## src/rtl/id_stage_pipelined.sv

```systemverilog
// Decode stage with an integrated ID/EX register: decode, register-file read with
// writeback bypass, load-use stall detection and branch flush.
module id_stage_pipelined #(
  parameter int DATA_W    = 32,
  parameter int REG_COUNT = 32,
  parameter int BYPASS    = 1,
  localparam int REG_AW   = $clog2(REG_COUNT)
) (
  input  logic              clk,
  input  logic              reset,
  input  logic              instr_valid,
  input  logic [31:0]       instruction,
  input  logic              wb_reg_write,
  input  logic [REG_AW-1:0] wb_write_reg,
  input  logic [DATA_W-1:0] wb_write_data,
  input  logic              flush,
  output logic              stall,
  output logic              ex_valid,
  output logic              ex_reg_write,
  output logic              ex_mem_to_reg,
  output logic              ex_branch,
  output logic              ex_mem_write,
  output logic              ex_mem_read,
  output logic              ex_alu_src,
  output logic              ex_reg_dst,
  output logic [1:0]        ex_alu_op,
  output logic              ex_illegal,
  output logic [DATA_W-1:0] ex_imm,
  output logic [DATA_W-1:0] ex_rs_data,
  output logic [DATA_W-1:0] ex_rt_data,
  output logic [REG_AW-1:0] ex_rs,
  output logic [REG_AW-1:0] ex_rt,
  output logic [REG_AW-1:0] ex_rd
);

  logic [DATA_W-1:0] regs_r [REG_COUNT];
  logic [5:0]        opcode_s;
  logic [REG_AW-1:0] rs_idx_s;
  logic [REG_AW-1:0] rt_idx_s;
  logic [REG_AW-1:0] rd_idx_s;
  logic [8:0]        dec_ctrl_s;
  logic              dec_illegal_s;
  logic [DATA_W-1:0] rs_data_s;
  logic [DATA_W-1:0] rt_data_s;
  logic [8:0]        ctrl_r;
  logic              valid_r;
  logic              illegal_r;

  assign opcode_s = instruction[31:26];
  assign rs_idx_s = instruction[21 +: REG_AW];
  assign rt_idx_s = instruction[16 +: REG_AW];
  assign rd_idx_s = instruction[11 +: REG_AW];

  // Reg 0 is hard zero; a same-cycle writeback to the read index wins when bypassing.
  function automatic logic [DATA_W-1:0] read_port(
    input logic [REG_AW-1:0] idx,
    input logic [DATA_W-1:0] stored,
    input logic              wr_en,
    input logic [REG_AW-1:0] wr_idx,
    input logic [DATA_W-1:0] wr_data
  );
    logic [DATA_W-1:0] val;
    if (idx == {REG_AW{1'b0}}) begin
      val = {DATA_W{1'b0}};
    end else if ((BYPASS == 1) && wr_en && (wr_idx == idx)) begin
      val = wr_data;
    end else begin
      val = stored;
    end
    return val;
  endfunction

  // Opcode decode: {reg_write, mem_to_reg, branch, mem_write, mem_read, alu_src, reg_dst, alu_op}
  always_comb begin
    dec_ctrl_s    = 9'b0;
    dec_illegal_s = 1'b0;
    case (opcode_s)
      6'h00:   dec_ctrl_s = 9'b1000001_10;
      6'h23:   dec_ctrl_s = 9'b1100110_00;
      6'h2B:   dec_ctrl_s = 9'b0001010_00;
      6'h04:   dec_ctrl_s = 9'b0010000_01;
      6'h08:   dec_ctrl_s = 9'b1000010_00;
      default: dec_illegal_s = 1'b1;
    endcase
  end

  assign rs_data_s = read_port(rs_idx_s, regs_r[rs_idx_s], wb_reg_write, wb_write_reg, wb_write_data);
  assign rt_data_s = read_port(rt_idx_s, regs_r[rt_idx_s], wb_reg_write, wb_write_reg, wb_write_data);

  assign stall = valid_r & ctrl_r[4] & instr_valid & (ex_rt != {REG_AW{1'b0}}) &
                 ((ex_rt == rs_idx_s) | (ex_rt == rt_idx_s));

  // Register file write port; reset clears every entry.
  always_ff @(posedge clk) begin
    if (!reset) begin
      for (int i = 0; i < REG_COUNT; i++) begin
        regs_r[i] <= {DATA_W{1'b0}};
      end
    end else if (wb_reg_write && (wb_write_reg != {REG_AW{1'b0}})) begin
      regs_r[wb_write_reg] <= wb_write_data;
    end
  end

  // ID/EX register: data fields load every cycle, controls become a bubble on flush or stall.
  always_ff @(posedge clk) begin
    if (!reset) begin
      valid_r    <= 1'b0;
      ctrl_r     <= 9'b0;
      illegal_r  <= 1'b0;
      ex_imm     <= {DATA_W{1'b0}};
      ex_rs_data <= {DATA_W{1'b0}};
      ex_rt_data <= {DATA_W{1'b0}};
      ex_rs      <= {REG_AW{1'b0}};
      ex_rt      <= {REG_AW{1'b0}};
      ex_rd      <= {REG_AW{1'b0}};
    end else begin
      ex_imm     <= {{(DATA_W-16){instruction[15]}}, instruction[15:0]};
      ex_rs_data <= rs_data_s;
      ex_rt_data <= rt_data_s;
      ex_rs      <= rs_idx_s;
      ex_rt      <= rt_idx_s;
      ex_rd      <= rd_idx_s;
      if (flush || stall) begin
        valid_r   <= 1'b0;
        ctrl_r    <= 9'b0;
        illegal_r <= 1'b0;
      end else begin
        valid_r   <= instr_valid;
        ctrl_r    <= instr_valid ? dec_ctrl_s : 9'b0;
        illegal_r <= instr_valid & dec_illegal_s;
      end
    end
  end

  assign ex_valid      = valid_r;
  assign ex_reg_write  = ctrl_r[8];
  assign ex_mem_to_reg = ctrl_r[7];
  assign ex_branch     = ctrl_r[6];
  assign ex_mem_write  = ctrl_r[5];
  assign ex_mem_read   = ctrl_r[4];
  assign ex_alu_src    = ctrl_r[3];
  assign ex_reg_dst    = ctrl_r[2];
  assign ex_alu_op     = ctrl_r[1:0];
  assign ex_illegal    = illegal_r;

endmodule

```

## config.mk

```make
export PLATFORM = sky130hd
export DESIGN_NAME = id_stage_pipelined
export DESIGN_NICKNAME = d
export VERILOG_FILES = /design/src/rtl/id_stage_pipelined.sv
export SDC_FILE = /design/constraint.sdc
export NUM_CORES = 2
export LEC_CHECK = 0
export ABC_AREA = 1
export CAP_MARGIN = 20
export CORE_MARGIN = 3
export CORE_UTILIZATION = 35
export CTS_CLUSTER_DIAMETER = 30
export CTS_CLUSTER_SIZE = 28
export DETAILED_ROUTE_END_ITERATION = 10
export HOLD_SLACK_MARGIN = 0.15
export PLACE_DENSITY = 0.59
export REMOVE_ABC_BUFFERS = 1
export SLEW_MARGIN = 20
export SYNTH_ARGS = -nofsm -noshare
export SYNTH_HDL_FRONTEND = slang
export SYNTH_SLANG_ARGS = --single-unit
```

## constraint.sdc

```tcl
create_clock -name clk -period 2.6 [get_ports clk]
set_clock_uncertainty 0.05 [all_clocks]
set_input_delay 0.39 -clock clk [delete_from_list [all_inputs] [get_ports clk]]
set_output_delay 0.39 -clock clk [all_outputs]
set_load 0.03 [all_outputs]
```

==> results_dict.tcl <==
set metrics [dict create \
    worstSkewPairLatency_ns 0.93 \
    setup_viol_count_final 0 \
    min-delay-path-class "input port to register" \
    area_delta_synth_final_pct 31.3 \
    most-common-layout-cells "2689 x nand2_1, 1479 x nor2_1, 1185 x nand3_1" \
    synth_top_family_by_area "simple AND/OR/NAND/NOR gates" \
    path_max_fanout 23 \
    first_global_vias 57900 \
    grt_first_pass_wirelength_um 378000 \
    hpwl_um 166000 \
    numPortBuffers 196 \
    drt_wl_total_um 260000 \
    die_width_um 428 \
    worst_slack_ns 0.0476 \
    critPathKind "input port to register" \
    delay_of_the_slowest_cell_on_the_worst_path_ns 0.84 \
    yosys_register_bits 1122 \
    report.final.slew_viol_count 0 \
    timing.critical_path.max_delay_family "buffers and inverters" \
    grt_setup_unrepaired "false" \
    dr.first_iter.drc_count 8616 \
    post_route_cells_drive_above_1_share_pct 11.8 \
    cell_chain_of_the_critical_path "buf_8 -> dlygate4sd3_1 -> buf_4 -> nand3_1 -> nand3_1 -> nand3_1 -> nand2_1 -> nand2_1 -> a21oi_1 -> buf_4" \
    cts.htree.levels 5 \
    slowest_stage "dlygate4sd3_1" \
    critPathArrivalTime_ns 3.33 \
    clockRootBuffer "clkbuf_16" \
    syn-instance-count 8349 \
    dp_worst_setup_slack_ns -0.121 \
    postRouteAntennaNets 0 \
    postCtsSetupRepairBufs 0 \
    final.min_clock_period_ns 2.55 \
    grt_start_max_net_pins 106 \
    yosysUniqueCellTypes 25 \
    std_cell_rows 154 \
    drtPass1Iterations 8 \
    outcome "finished, final reports clean" \
    tritoncts_clock_tree "yes" \
    cts_buffer_depth 4 \
    yosysSeqAreaShare_pct 52.5 \
    drc 0 \
    synth-simple-area-share_pct 35.2 \
    gr-total-overflow 0 \
    critPathRequiredTime_ns 3.38 \
    antenna_found_initial 6 \
    cts.sink_count 1122 \
    fmax_ghz 0.392 \
    leakage_nw 37.1 \
    core-area_um2 176000 \
    hold_violations 0 \
    cts.clk_slew.worst_paths_ns 0.04 \
    maxSlewHeadroom_pct 46.8 \
    grt_use_total_pct 27.5 \
    synth.yosys.warnings 0 \
    globalplace.congestion 0.931 \
    worst-slew-pin-transition_ns 0.798 \
    start_util_pct 35.3 \
    detail_route.wl_per_cell_um 22.9 \
    ir_worst_vdd_mv 0.674 \
    synth_area_per_cell_um2 7.46 \
    layout_worst_path_cycle_share_pct 98.2 \
    layout.cells.most_common "nand2_1" \
    yosys.area_share.adder_pct 0 \
    drv.max_cap_violation_count 0 \
    num-nets-final 8831 \
    pwr_density_cell_nw_per_um2 834 \
    muxShareOfSynthArea_pct 0 \
    dieArea_um2 183000 \
    final.hold.worst_slack_ns 0.187 \
    crit_path_frequent_cell "nand3_1" \
    final_area_um2 81800 \
    syn-cell-area_um2 62300 \
    synth_compound_area_share_pct 2.54 \
    timing.critical_path.to_type "register" \
    critical_path.startpoint_type "input port" \
    critical_path.n_buffers_inverters 4 \
    placement.cell_area_um2 70500 \
    routed-via-count 60900 \
    drt-vias-per-instance 5.37 \
    post_synth_xor_area_fraction_pct 0.225 \
    total_clock_buffers_created_by_cts 328 \
    floorplan.die.height_um 428 \
    boundary_pins 197 \
]
==> synth_stat cells (all sizes together) <==
library cell  count  share of area (%)
a21oi           130                1.0
a41oi             1              0.026
buf             326                2.5
clkbuf          338                2.0
conb              1             0.0060
dfxtp            98                3.1
edfxtp         1024                 49
inv             826                5.0
nand2          2752                 17
nand3          1185                9.5
nand4             5              0.050
nor2           1482                8.9
nor3             10              0.096
o211ai           59               0.71
o21ai            94               0.75
or2               2              0.020
xnor2             6              0.084
xor2             10               0.14
==> cell type report <==
| type | instances | area, µm² |
|---|---|---|
| Inverter | 826 | 3130 |
| Clock buffer | 381 | 8630 |
| Clock inverter | 194 | 2220 |
| Fill cell | 16800 | 94700 |
| Sequential cell | 1122 | 32700 |
| Timing Repair Buffer | 711 | 8240 |
| Antenna cell | 2 | 5.00 |
| Tap cell | 2340 | 2930 |
| Multi-Input combinational cell | 5768 | 24000 |
==> stage by stage <==
step	power, mW	util [%]	TNS, ns	instances
final	68.2	46.4	0	11300
after global routing	70.1	46.4	0	11300
after CTS	68.3	46.4	0	11300
after detailed placement	28.7	39.9	-16.11	10700
after global placement	28.6	39.9	-36.62	10700
after floorplan	24.8	-	-944.43	7716
==> tightest hold or removal path: stages <==
cell and delay, ns:
buf_4 0.19, buf_12 0.19, nand3_1 0.11, nand2_1 0.05, nand2_1 0.06, a21oi_1 0.06
==> metal layers <==
layer / GRT usage, % / vias up / part of all wire (%)
li1: - / 27300 / -
met1: 36.3 / 28800 / 39
met2: 43.1 / 4064 / 45
met3: 6.32 / 743 / 12
met4: 12.5 / 4 / 4.8
met5: 0 / - / 0.011
==> cells by family (layout without fill, tap and decap cells) <==
group | after synthesis | in the layout
compound gates | 284 | 284
xor+xnor | 16 | 16
buf+inv | 1490 | 2112
flops | 1122 | 1122
other cells | 1 | 34
simple gates | 5436 | 5436
==> power by group <==
part	internal (mW)	switching [mW]	leakage, nW
clock	27.8	11.7	5.28
sequential	20.8	0.535	10.6
combinational	2.31	5.05	21.2
total	50.9	17.3	37.1
==> repair_timing <==
item	4_1_cts	5_1_grt
hold buffers	47	0
setup endpoints to repair	26	5
gates resized for setup	9	8
hold endpoints to repair	36	0
==> state kept, by name, summed over array words and instances (netlist names) <==
name        cells
ex_valid        1
ex_rt_data     32
ex_rt           5
ex_imm         16
ctrl_r          6
ex_rs           5
regs_r       1024
ex_rs_data     32
ex_illegal      1
==> final timing paths <==
path	startpoint	endpoint	slack, ns	cells after the start
max	instruction[17]	ex_rt_data[1]	0.05	10
min	instruction[19]	ex_rt_data[21]	0.19	6
max reg2reg	regs_r[26][1]	ex_rt_data[1]	0.71	9
min reg2reg	ex_valid	ex_valid	0.75	5
(Power assumes the default switching activity.)
